--- config.mk ---
export PLATFORM = sky130hd
export DESIGN_NAME = alu_arbiter
export DESIGN_NICKNAME = d
export VERILOG_FILES = /design/src/rtl/alu_pkg.sv /design/src/rtl/alu.sv /design/src/rtl/rr_arbiter.sv /design/src/rtl/alu_arbiter.sv
export SDC_FILE = /design/constraint.sdc
export NUM_CORES = 1
export LEC_CHECK = 0
export ABC_AREA = 1
export BUFFER_PORTS_ARGS = -buffer_cell sky130_fd_sc_hd__buf_2
export CORE_MARGIN = 4
export CORE_UTILIZATION = 40
export DETAILED_ROUTE_END_ITERATION = 8
export SETUP_SLACK_MARGIN = 0.05
export SYNTH_ARGS = -nofsm -noshare
export SYNTH_HDL_FRONTEND = slang
export SYNTH_SLANG_ARGS = --single-unit
--- constraint.sdc ---
create_clock -name clk -period 8.8 [get_ports clk]
set_clock_uncertainty 0.05 [all_clocks]
set_input_delay 0.88 -clock clk [delete_from_list [all_inputs] [get_ports clk]]
set_output_delay 0.88 -clock clk [all_outputs]
set_load 0.02 [all_outputs]
--- src/rtl/alu_pkg.sv ---
// Shared ALU opcodes, output-stage state encoding and the ALU request payload.
package alu_pkg;

    localparam int unsigned XLEN  = 32;
    localparam int unsigned OP_W  = 3;
    localparam int unsigned SHAMT_W = 5;

    typedef enum logic [OP_W-1:0] {
        OP_ADD  = 3'b000,
        OP_SLL  = 3'b001,
        OP_SLT  = 3'b010,
        OP_SLTU = 3'b011,
        OP_XOR  = 3'b100,
        OP_SRX  = 3'b101,
        OP_OR   = 3'b110,
        OP_AND  = 3'b111
    } alu_op_e;

    typedef enum logic {
        ST_EMPTY = 1'b0,
        ST_FULL  = 1'b1
    } out_state_e;

    // Operands and control presented to the shared ALU by the granted requester.
    typedef struct packed {
        logic [XLEN-1:0] op1;
        logic [XLEN-1:0] op2;
        alu_op_e         op_ctrl;
        logic            op_switch;
    } alu_req_t;

endpackage

--- src/rtl/alu.sv ---
// Combinational 32-bit ALU; op_switch selects SUB for ADD and arithmetic shift for SRX.
module alu
    import alu_pkg::*;
(
    input  alu_req_t        req,
    output logic [XLEN-1:0] result
);

    logic [SHAMT_W-1:0] shamt;

    // Operation decode
    always_comb begin
        result = '0;
        shamt  = req.op2[SHAMT_W-1:0];
        case (req.op_ctrl)
            OP_ADD: begin
                if (req.op_switch) begin
                    result = req.op1 - req.op2;
                end else begin
                    result = req.op1 + req.op2;
                end
            end
            OP_SLL:  result = req.op1 << shamt;
            OP_SLT:  result = {{(XLEN-1){1'b0}}, ($signed(req.op1) < $signed(req.op2))};
            OP_SLTU: result = {{(XLEN-1){1'b0}}, (req.op1 < req.op2)};
            OP_XOR:  result = req.op1 ^ req.op2;
            OP_SRX: begin
                // Kept as separate statements so the signed operand is not
                // demoted to unsigned by a mixed-sign conditional.
                if (req.op_switch) begin
                    result = $signed(req.op1) >>> shamt;
                end else begin
                    result = req.op1 >> shamt;
                end
            end
            OP_OR:   result = req.op1 | req.op2;
            OP_AND:  result = req.op1 & req.op2;
            default: result = '0;
        endcase
    end

endmodule

--- src/rtl/rr_arbiter.sv ---
// Round-robin grant search: first valid requester at or after ptr, wrapping.
module rr_arbiter
    import alu_pkg::*;
#(
    parameter int unsigned N_REQ = 2,
    localparam int unsigned IDX_W = $clog2(N_REQ)
) (
    input  logic [N_REQ-1:0] req,
    input  logic [IDX_W-1:0] ptr,
    output logic [N_REQ-1:0] grant,
    output logic [IDX_W-1:0] grant_idx
);

    logic             found;
    logic [IDX_W-1:0] cand;

    // Scan N_REQ candidates starting at ptr; the first valid one wins.
    always_comb begin
        grant     = '0;
        grant_idx = '0;
        found     = 1'b0;
        cand      = '0;
        for (int unsigned k = 0; k < N_REQ; k++) begin
            cand = IDX_W'((32'(ptr) + k) % N_REQ);
            if (!found && req[cand]) begin
                grant[cand] = 1'b1;
                grant_idx   = cand;
                found       = 1'b1;
            end
        end
    end

endmodule

--- src/rtl/alu_arbiter.sv ---
// N_REQ requesters share one ALU; a one-entry registered output stage
// holds the result and its owner until the owner consumes it.
module alu_arbiter
    import alu_pkg::*;
#(
    parameter int unsigned N_REQ = 2
) (
    input  logic                       clk,
    input  logic                       srst,
    input  logic [N_REQ-1:0]           req_valid,
    output logic [N_REQ-1:0]           req_ready,
    input  logic [N_REQ-1:0][XLEN-1:0] req_op1,
    input  logic [N_REQ-1:0][XLEN-1:0] req_op2,
    input  logic [N_REQ-1:0][OP_W-1:0] req_op_ctrl,
    input  logic [N_REQ-1:0]           req_op_switch,
    output logic [N_REQ-1:0]           resp_valid,
    input  logic [N_REQ-1:0]           resp_ready,
    output logic [XLEN-1:0]            resp_result
);

    localparam int unsigned IDX_W = $clog2(N_REQ);

    out_state_e       state;
    out_state_e       state_nxt;
    logic [IDX_W-1:0] owner;
    logic [IDX_W-1:0] owner_nxt;
    logic [IDX_W-1:0] ptr;
    logic [IDX_W-1:0] ptr_nxt;
    logic [XLEN-1:0]  result_nxt;

    logic [N_REQ-1:0] grant;
    logic [IDX_W-1:0] grant_idx;
    alu_req_t         alu_in;
    logic [XLEN-1:0]  alu_result;

    logic             drain;
    logic             can_accept;
    logic             accept;

    rr_arbiter #(
        .N_REQ (N_REQ)
    ) u_rr_arbiter (
        .req       (req_valid),
        .ptr       (ptr),
        .grant     (grant),
        .grant_idx (grant_idx)
    );

    // Steer the granted requester's operands into the single ALU.
    always_comb begin
        alu_in.op1       = req_op1[grant_idx];
        alu_in.op2       = req_op2[grant_idx];
        alu_in.op_ctrl   = alu_op_e'(req_op_ctrl[grant_idx]);
        alu_in.op_switch = req_op_switch[grant_idx];
    end

    alu u_alu (
        .req    (alu_in),
        .result (alu_result)
    );

    // Output-stage next state, handshakes and pointer update.
    always_comb begin
        state_nxt  = state;
        owner_nxt  = owner;
        ptr_nxt    = ptr;
        result_nxt = resp_result;
        resp_valid = '0;
        req_ready  = '0;
        drain      = 1'b0;
        can_accept = 1'b0;
        accept     = 1'b0;

        for (int unsigned i = 0; i < N_REQ; i++) begin
            resp_valid[i] = !srst && (state == ST_FULL) && (owner == IDX_W'(i));
        end

        drain      = (state == ST_FULL) && resp_valid[owner] && resp_ready[owner];
        can_accept = (state == ST_EMPTY) || drain;

        if (can_accept && !srst) begin
            req_ready = grant;
        end
        accept = |(req_valid & req_ready);

        case (state)
            ST_EMPTY: begin
                if (accept) begin
                    state_nxt = ST_FULL;
                end
            end
            ST_FULL: begin
                if (accept) begin
                    state_nxt = ST_FULL;
                end else if (drain) begin
                    state_nxt = ST_EMPTY;
                end
            end
            default: state_nxt = ST_EMPTY;
        endcase

        if (accept) begin
            owner_nxt  = grant_idx;
            result_nxt = alu_result;
            if (grant_idx == IDX_W'(N_REQ - 1)) begin
                ptr_nxt = '0;
            end else begin
                ptr_nxt = grant_idx + IDX_W'(1);
            end
        end
    end

    // State and result registers; reset wins over accept and drain.
    always_ff @(posedge clk) begin
        if (srst) begin
            state       <= ST_EMPTY;
            owner       <= '0;
            ptr         <= '0;
            resp_result <= '0;
        end else begin
            state       <= state_nxt;
            owner       <= owner_nxt;
            ptr         <= ptr_nxt;
            resp_result <= result_nxt;
        end
    end

endmodule

==> summary by stage, run 1 <==
Finish
Leaving out fill and tap cells, the most frequent cells in the layout are sky130_fd_sc_hd__nand2_1 (638), sky130_fd_sc_hd__nand3_1 (298), sky130_fd_sc_hd__inv_1 (242). The antenna diode count is 0. The number of nets at the end of the flow is 2513. At the end of the flow the core is filled with cells to 0.446. In the final layout, the share of cells above drive strength 1 is 0.129. The most common library cell in the layout ignoring fill and taps is sky130_fd_sc_hd__nand2_1. The area overhead of the layout relative to synthesis is 8.94%.

STA
The setup total negative slack is 0 ns. Setup repair after global routing left no endpoint under its margin. The final critical-path required period is 5.85 ns. The worst slew margin relative to its limit is 0.285. The transition time of the tightest slew-check pin is 1.07 ns. The number of hold violations in the final report is 0. The final count of pins violating max slew is 0. Based on the critical path, the design can be clocked at up to 0.171 GHz. The period utilization is 0.665.

Setup violations remaining at the end of the flow were counted as 0. Setup slack closes at 2.95 ns. The minimum hold slack is 0.460 ns.

Critical path
The worst setup path is launched from an input port. The signal on the critical path passes through buf_2, inv_1, nand2_2, nand2_4, inv_2, nand2_2, nand2_4, buf_4, inv_4, fa_1, inv_1, nand3_1, nand2_1, a21oi_1, inv_1, a21oi_1, inv_1, a21oi_1, nand2_1, nand3_1, nand2_1, nand3_1, a21oi_1. The startpoint identified for the worst register-to-register timing path is ptr. For the worst flop-to-flop path, the logic depth is 21. In this design, the stage delay of the slowest critical-path cell is 0.73 ns. At the worst endpoint, the required time is 8.89 ns.

STA classifies the critical path endpoint as a flip-flop. For this design, the slowest cell found on the critical path is sky130_fd_sc_hd__nand2_4. The worst setup slack for register-to-register paths is 3.40 ns. The endpoint identified for the worst register-to-register timing path is resp_result[18]. The arrival time at the worst endpoint is 5.95 ns. Of all nets on the critical path, the largest fanout is 89.

By startpoint and endpoint, the worst setup path is classified as input port to flip-flop.

Yosys
The summed instance area of the synthesized netlist is 11500 um2. The number of distinct library cell variants in the gate-level netlist after synthesis is 54. The largest area contributor in the netlist is sky130_fd_sc_hd__nand2_1. The count of warnings emitted by yosys is 0.

The synthesized netlist net count is 2427. Of the post-synthesis cell area, the dominant cell type holds 0.209. A synthesized cell averages 5.24 um2. The most used flip-flop cell after synthesis is sky130_fd_sc_hd__dfxtp_1.

The number of standard cells after synthesis is 2188. Of the synthesized area, sequential elements account for 0.0611. By area the synthesized netlist is led by sky130_fd_sc_hd__nand2_1 (21%), sky130_fd_sc_hd__nand3_1 (13%), sky130_fd_sc_hd__ha_1 (10%), sky130_fd_sc_hd__inv_1 (7.9%), sky130_fd_sc_hd__a21oi_1 (6.2%). The proportion of synthesized flip-flops having asynchronous set or reset is 0. The flip-flop and latch count after synthesis is 35. The count of flip-flops with a built-in enable after synthesis is 0.

Placement
The HPWL after detailed placement is 46000 um. At the placement stage, the worst setup path has a slack of 2.83 ns. The quantity of I/O buffers inserted on ports is 177. At the end of routability-driven placement, the weighted congestion stood at 1.07.

Route
The routed layout has 15743 vias. Using the TritonRoute via totals, the vias-per-cell ratio works out to 5.94. In this run, the number of DRC markers left after iteration 0 of detailed routing was 2056.

The post-detailed-route DRC marker count is 0. The wire length after detailed routing is 57000 um. The count of nets left with antenna violations after detail routing is 0. The first detailed-routing pass ran for 8 iterations. The average wire per standard cell is 21.5 um.

Floorplan
The die is 177 um tall. The total die area is 31500 um2. The count of boundary I/O pins is 178.

The number of placement rows is 61. For this configuration, the core starts out at a cell density of 0.410. The core region is 28000 um2.

The die is 177 um wide.

Clock network
The number of levels the H-tree was split into is 2. In this run the deepest clock path goes through 2 buffers. The number of hold buffers added after CTS was 0.

The clock reaches the later pin of the worst-skew pair after 0.29 ns. TritonCTS built the clock tree. For this design, the sink count on the clock tree is 35. The TritonCTS buffer count is 5.

Clock-pin slew was measured on the worst setup and hold paths at 0.06 ns. The number of resized instances in the post-cts repair step is 0. The tree is rooted in a sky130_fd_sc_hd__clkbuf_16.

The buffers inserted during post-CTS setup optimization is 0.

Job
The max-capacitance violation count is 0.

Power and ir drop
The power per cell area is 146 nW/um2. The highest ir drop seen on vdd is 0.0691 mV. The standby leakage power is 0.00659 uW. The post-layout total power is 1830 uW.

Hold path
The startpoint of the worst hold path is resp_result[6]. The path with the worst hold slack has its endpoint at resp_result[6]. The depth of the worst hold-timing path is 2. In this run the worst hold path is classified as flip-flop to flip-flop.

Global routing
The initial antenna violation count came to 0. The via count of the first global-routing pass is 14513. The wire length of the first global-routing pass is 84600 um. Across every metal layer, demand over resource in global routing totals 0.350. Summed over all layers, the global routing overflow is 0. Entering global routing, the biggest net connects 90 pins.

Run status
The flow ran to the end, and the final reports show no timing, DRC or antenna violations.
==> metrics by stage <==
step	cells	area [um2]
5_1_grt	2652	12500
3_5_place_dp	2645	12300
3_3_place_gp	2645	12300
6_report	2652	12500
4_1_cts	2652	12500
2_1_floorplan	2188	11500
==> worst max-delay path, delay by kind of cell <==
family / cells / cell delay (ns)
AO/OA/AOI/OAI: 4 / 0.86
AND/OR/NAND/NOR: 10 / 1.73
buffers and inverters: 8 / 2.09
adder cells (fa/ha/maj): 1 / 0.34
==> per-layer routing <==
layer	part of all wire	global-route usage	wire length, um
met5	0	0	0
met4	0.063	0.185	3610
met2	0.44	0.562	25000
met3	0.11	0.0554	6260
met1	0.39	0.450	22100
==> worst max-delay path by stage <==
stage	slack, ns	cells past startpoint	startpoint	to
floorplan	5.09	24	req_valid[0]	resp_result[20]
global placement	2.90	23	req_valid[0]	resp_result[18]
detailed placement	2.83	23	req_valid[0]	resp_result[18]
CTS	3.11	23	req_valid[0]	resp_result[18]
global route	2.62	23	req_valid[0]	resp_result[26]
finish	2.95	23	req_valid[0]	resp_result[18]
==> area by class of cell <==
class | count | area, um2
fillers | 3297 | 15500
multi-input cells | 1772 | 9160
repair buffers | 193 | 1010
inverters | 267 | 1000
flip-flops and latches | 35 | 701
well taps | 378 | 473
clock buffers | 6 | 129
clock inverters | 1 | 30.0
==> state kept, by name, summed over array words and instances, names as in the netlist <==
| register | cells |
|---|---|
| ptr | 1 |
| state | 1 |
| resp_result | 32 |
| owner | 1 |
==> cells by family after synthesis <==
group / Yosys count / share of synthesized area
AO/OA/AOI/OAI: 448 / 0.224
XOR/XNOR: 18 / 0.0137
adder cells (fa/ha/maj): 97 / 0.107
buffers and inverters: 381 / 0.141
flip-flops: 35 / 0.0611
multiplexers: 1 / 0.000872
AND/OR/NAND/NOR: 1208 / 0.452
==> Yosys cell counts, drive strengths merged, types with 16 or more instances <==
| master | number |
|---|---|
| nand2 | 654 |
| nand3 | 302 |
| inv | 267 |
| o21ai | 212 |
| nor2 | 175 |
| a21oi | 144 |
| ha | 95 |
| buf | 79 |
| clkbuf | 35 |
| dfxtp | 35 |
| nor3 | 27 |
| or2 | 18 |
| xor2 | 18 |
| o22ai | 16 |
==> where the power goes <==
part / internal (uW) / switching (uW)
Clock: 133 / 78.5
Sequential: 178 / 16.1
Combinational: 398 / 1030
Total: 709 / 1120
No activity file was read; power rests on OpenSTA's default activity.
==> run 2: changes to the inputs <==
==> constraint.sdc (replaced) <==
create_clock -name clk -period 5.3 [get_ports clk]
set_clock_uncertainty 0.05 [all_clocks]
set_input_delay 0.53 -clock clk [delete_from_list [all_inputs] [get_ports clk]]
set_output_delay 0.53 -clock clk [all_outputs]
set_load 0.02 [all_outputs]
==> summary by stage, run 2 (synthesis gave the netlist of run 1 again) <==
Critical path
The required time at the endpoint of the critical path is 5.43 ns. STA puts the critical path data arrival time at 4.62 ns. The dominant delay contributor by cell family on the critical path is simple AND/OR/NAND/NOR gates. The type of origin of the critical path is an input port. The critical-path cell with the highest stage delay is sky130_fd_sc_hd__ha_1. The worst-path maximum fanout is 35.

The kind of end point of the critical path is a flip-flop. The sum of buffers and inverters on the critical path is 4. The critical path is of the input port to flip-flop type. The most numerous cell on the critical path is sky130_fd_sc_hd__nor2_1. Traced cell by cell, the critical path runs through buf_2, inv_1, nand2_2, nand2_4, inv_2, or2_2, o21ai_0, ha_1, a21oi_1, inv_1, a31oi_1, nand2_1, nand2_1, o21ai_1, o21ai_0, nor2_1, nor2_1, nor2_1. The biggest cell delay along the critical path is 0.52 ns.

Placement
The quantity of I/O buffers inserted on ports is 177. The number of placed instances with taps included is 2674. Detailed placement ended at an HPWL of 52600 um. The routability congestion estimate from global placement is 1.01.

Route
The average wire per standard cell is 23.8 um. In this run the remaining antenna-violating nets after routing total 0. The number of DRC violations after detailed-routing iteration 0 is 2018.

The detailed-route via count is 15904. After detailed routing, the number of vias per cell comes to 5.93. The final layout contains routed wiring with a total length of 63900 um. The length of the first detailed-routing pass in iterations is 8. For this run, design rule violations remaining after detail routing come to 0.

Floorplan
The horizontal extent of the die is 177 um. The placeable core region is 28000 um2. The vertical die dimension is 177 um. The number of placement rows is 61. The starting density of the core is 0.410. The die covers 31500 um2. 178 I/O pins were placed.

Finish
The library cells used most frequently in the layout, excluding fill and tap cells, are sky130_fd_sc_hd__nand2_1 (638), sky130_fd_sc_hd__nand3_1 (298), sky130_fd_sc_hd__inv_1 (242). The count of cells in the finished layout, fillers not included, comes to 2684. The register with the most flip-flops in the layout has 32 of them. The most common library cell in the layout ignoring fill and taps is sky130_fd_sc_hd__nand2_1. The number of nets at the end of the flow is 2542. Of the cells placed in the final design, the portion with a size suffix greater than 1 is 0.140. Counting flops per register, the top entry is resp_result. The area overhead of the layout relative to synthesis is 10.8%.

Clock network
The number of clock sinks seen by CTS is 35. In this run the number of H-tree levels came out at 2. The cell at the root of the clock tree is sky130_fd_sc_hd__clkbuf_16.

In this run, CTS created clock tree buffers numbering 5. The number of resized instances in the post-cts repair step is 0. The clock tree buffer depth is 2. TritonCTS built the clock tree.

The later pin in the worst-skew pair is clocked with a latency of 0.29 ns. The clock edge transition at the registers on the reported setup and hold paths is 0.07 ns. Buffers added to address setup during post-CTS repair amount to 0. The number of buffers inserted for hold repair after clock tree synthesis is 0.

Power and ir drop
The highest ir drop seen on vdd is 0.109 mV. Summed over all cells, the static leakage comes to 0.00672 uW. For this design the ratio of total power to cell area is 246 nW/um2.

Global routing
The initial antenna violation count came to 4. The first global-routing pass estimated 92400 um of wire. After global routing the overflow that remains totals 0. The via count of the first global-routing pass is 14894. Entering global routing, the biggest net connects 72 pins. The overall fraction of global-route tracks in use is 0.393.

STA
Of the available clock period, the critical path in the final layout requires 0.849. Adding up every negative setup slack in the final design gives 0 ns. The final critical-path required period is 4.50 ns. The final count of pins violating max slew is 0. The worst pin sits at a relative slew slack of 0.365. For the pin with the worst max-slew slack, the measured transition is 0.951 ns. Setup violations remaining at the end of the flow were counted as 0.

Setup repair after global routing left no endpoint under its margin. Based on the critical path, the design can be clocked at up to 0.222 GHz. The number of hold violations in the final report is 0.

Run status
The flow ran to the end, and the final reports show no timing, DRC or antenna violations.

Job
The max-capacitance violation count is 0.

Hold path
The type of the most critical hold path is input port to flip-flop.
-- run 2: cell types whose count changed in the layout (fill, tap and decap cells not counted), sizes merged --
cell	previous run	this run
buf	193	222
bufinv	1	0
clkinv	0	1
clkinvlp	0	1
diode	0	2
-- run 2: report_power, final --
group / total (uW) / switching [uW] / internal (uW) / leakage (uW)
clock network: 314 / 140 / 174 / 0.0000669
registers: 323 / 27.1 / 296 / 0.000289
logic: 2490 / 1800 / 694 / 0.00636
total: 3130 / 1970 / 1160 / 0.00672
-- run 2: final cells by class --
type	instances	area (um2)
Inverter	267	1000
Tap cell	378	473
Fill cell	3220	15300
Multi-Input combinational cell	1772	9160
Timing Repair Buffer	222	1240
Clock inverter	2	12.5
Antenna cell	2	5.00
Sequential cell	35	701
Clock buffer	6	129
-- run 2: routing by layer --
| metal | part of all wire | global-route usage | wire length [um] |
|---|---|---|---|
| met2 | 0.44 | 0.633 | 28100 |
| met5 | 0.00086 | 0 | 55 |
| met4 | 0.070 | 0.225 | 4500 |
| met1 | 0.39 | 0.493 | 24800 |
| met3 | 0.10 | 0.0695 | 6440 |
-- run 2: metrics by stage --
step	area [um2]	total power, uW	hold slack [ns]	worst slack, ns	utilization
CTS	12700	3040	0.457	0.945	0.454
detailed placement	12600	2720	0.449	0.644	0.449
floorplan	11500	1880	0.428	1.94	-
global route	12700	3320	0.478	0.530	0.454
finish	12700	3130	0.463	0.801	0.454
global placement	12600	2730	0.439	0.636	0.449
-- run 2: path summary, 6_finish.rpt --
check | slack [ns] | to | from | cells past startpoint
worst max-delay path | 0.80 | resp_result[10] | req_valid[0] | 18
worst min register to register | 0.47 | resp_result[7] | resp_result[7] | 2
worst max register to register | 0.83 | resp_result[10] | ptr | 16
worst min-delay path | 0.46 | state | srst | 2
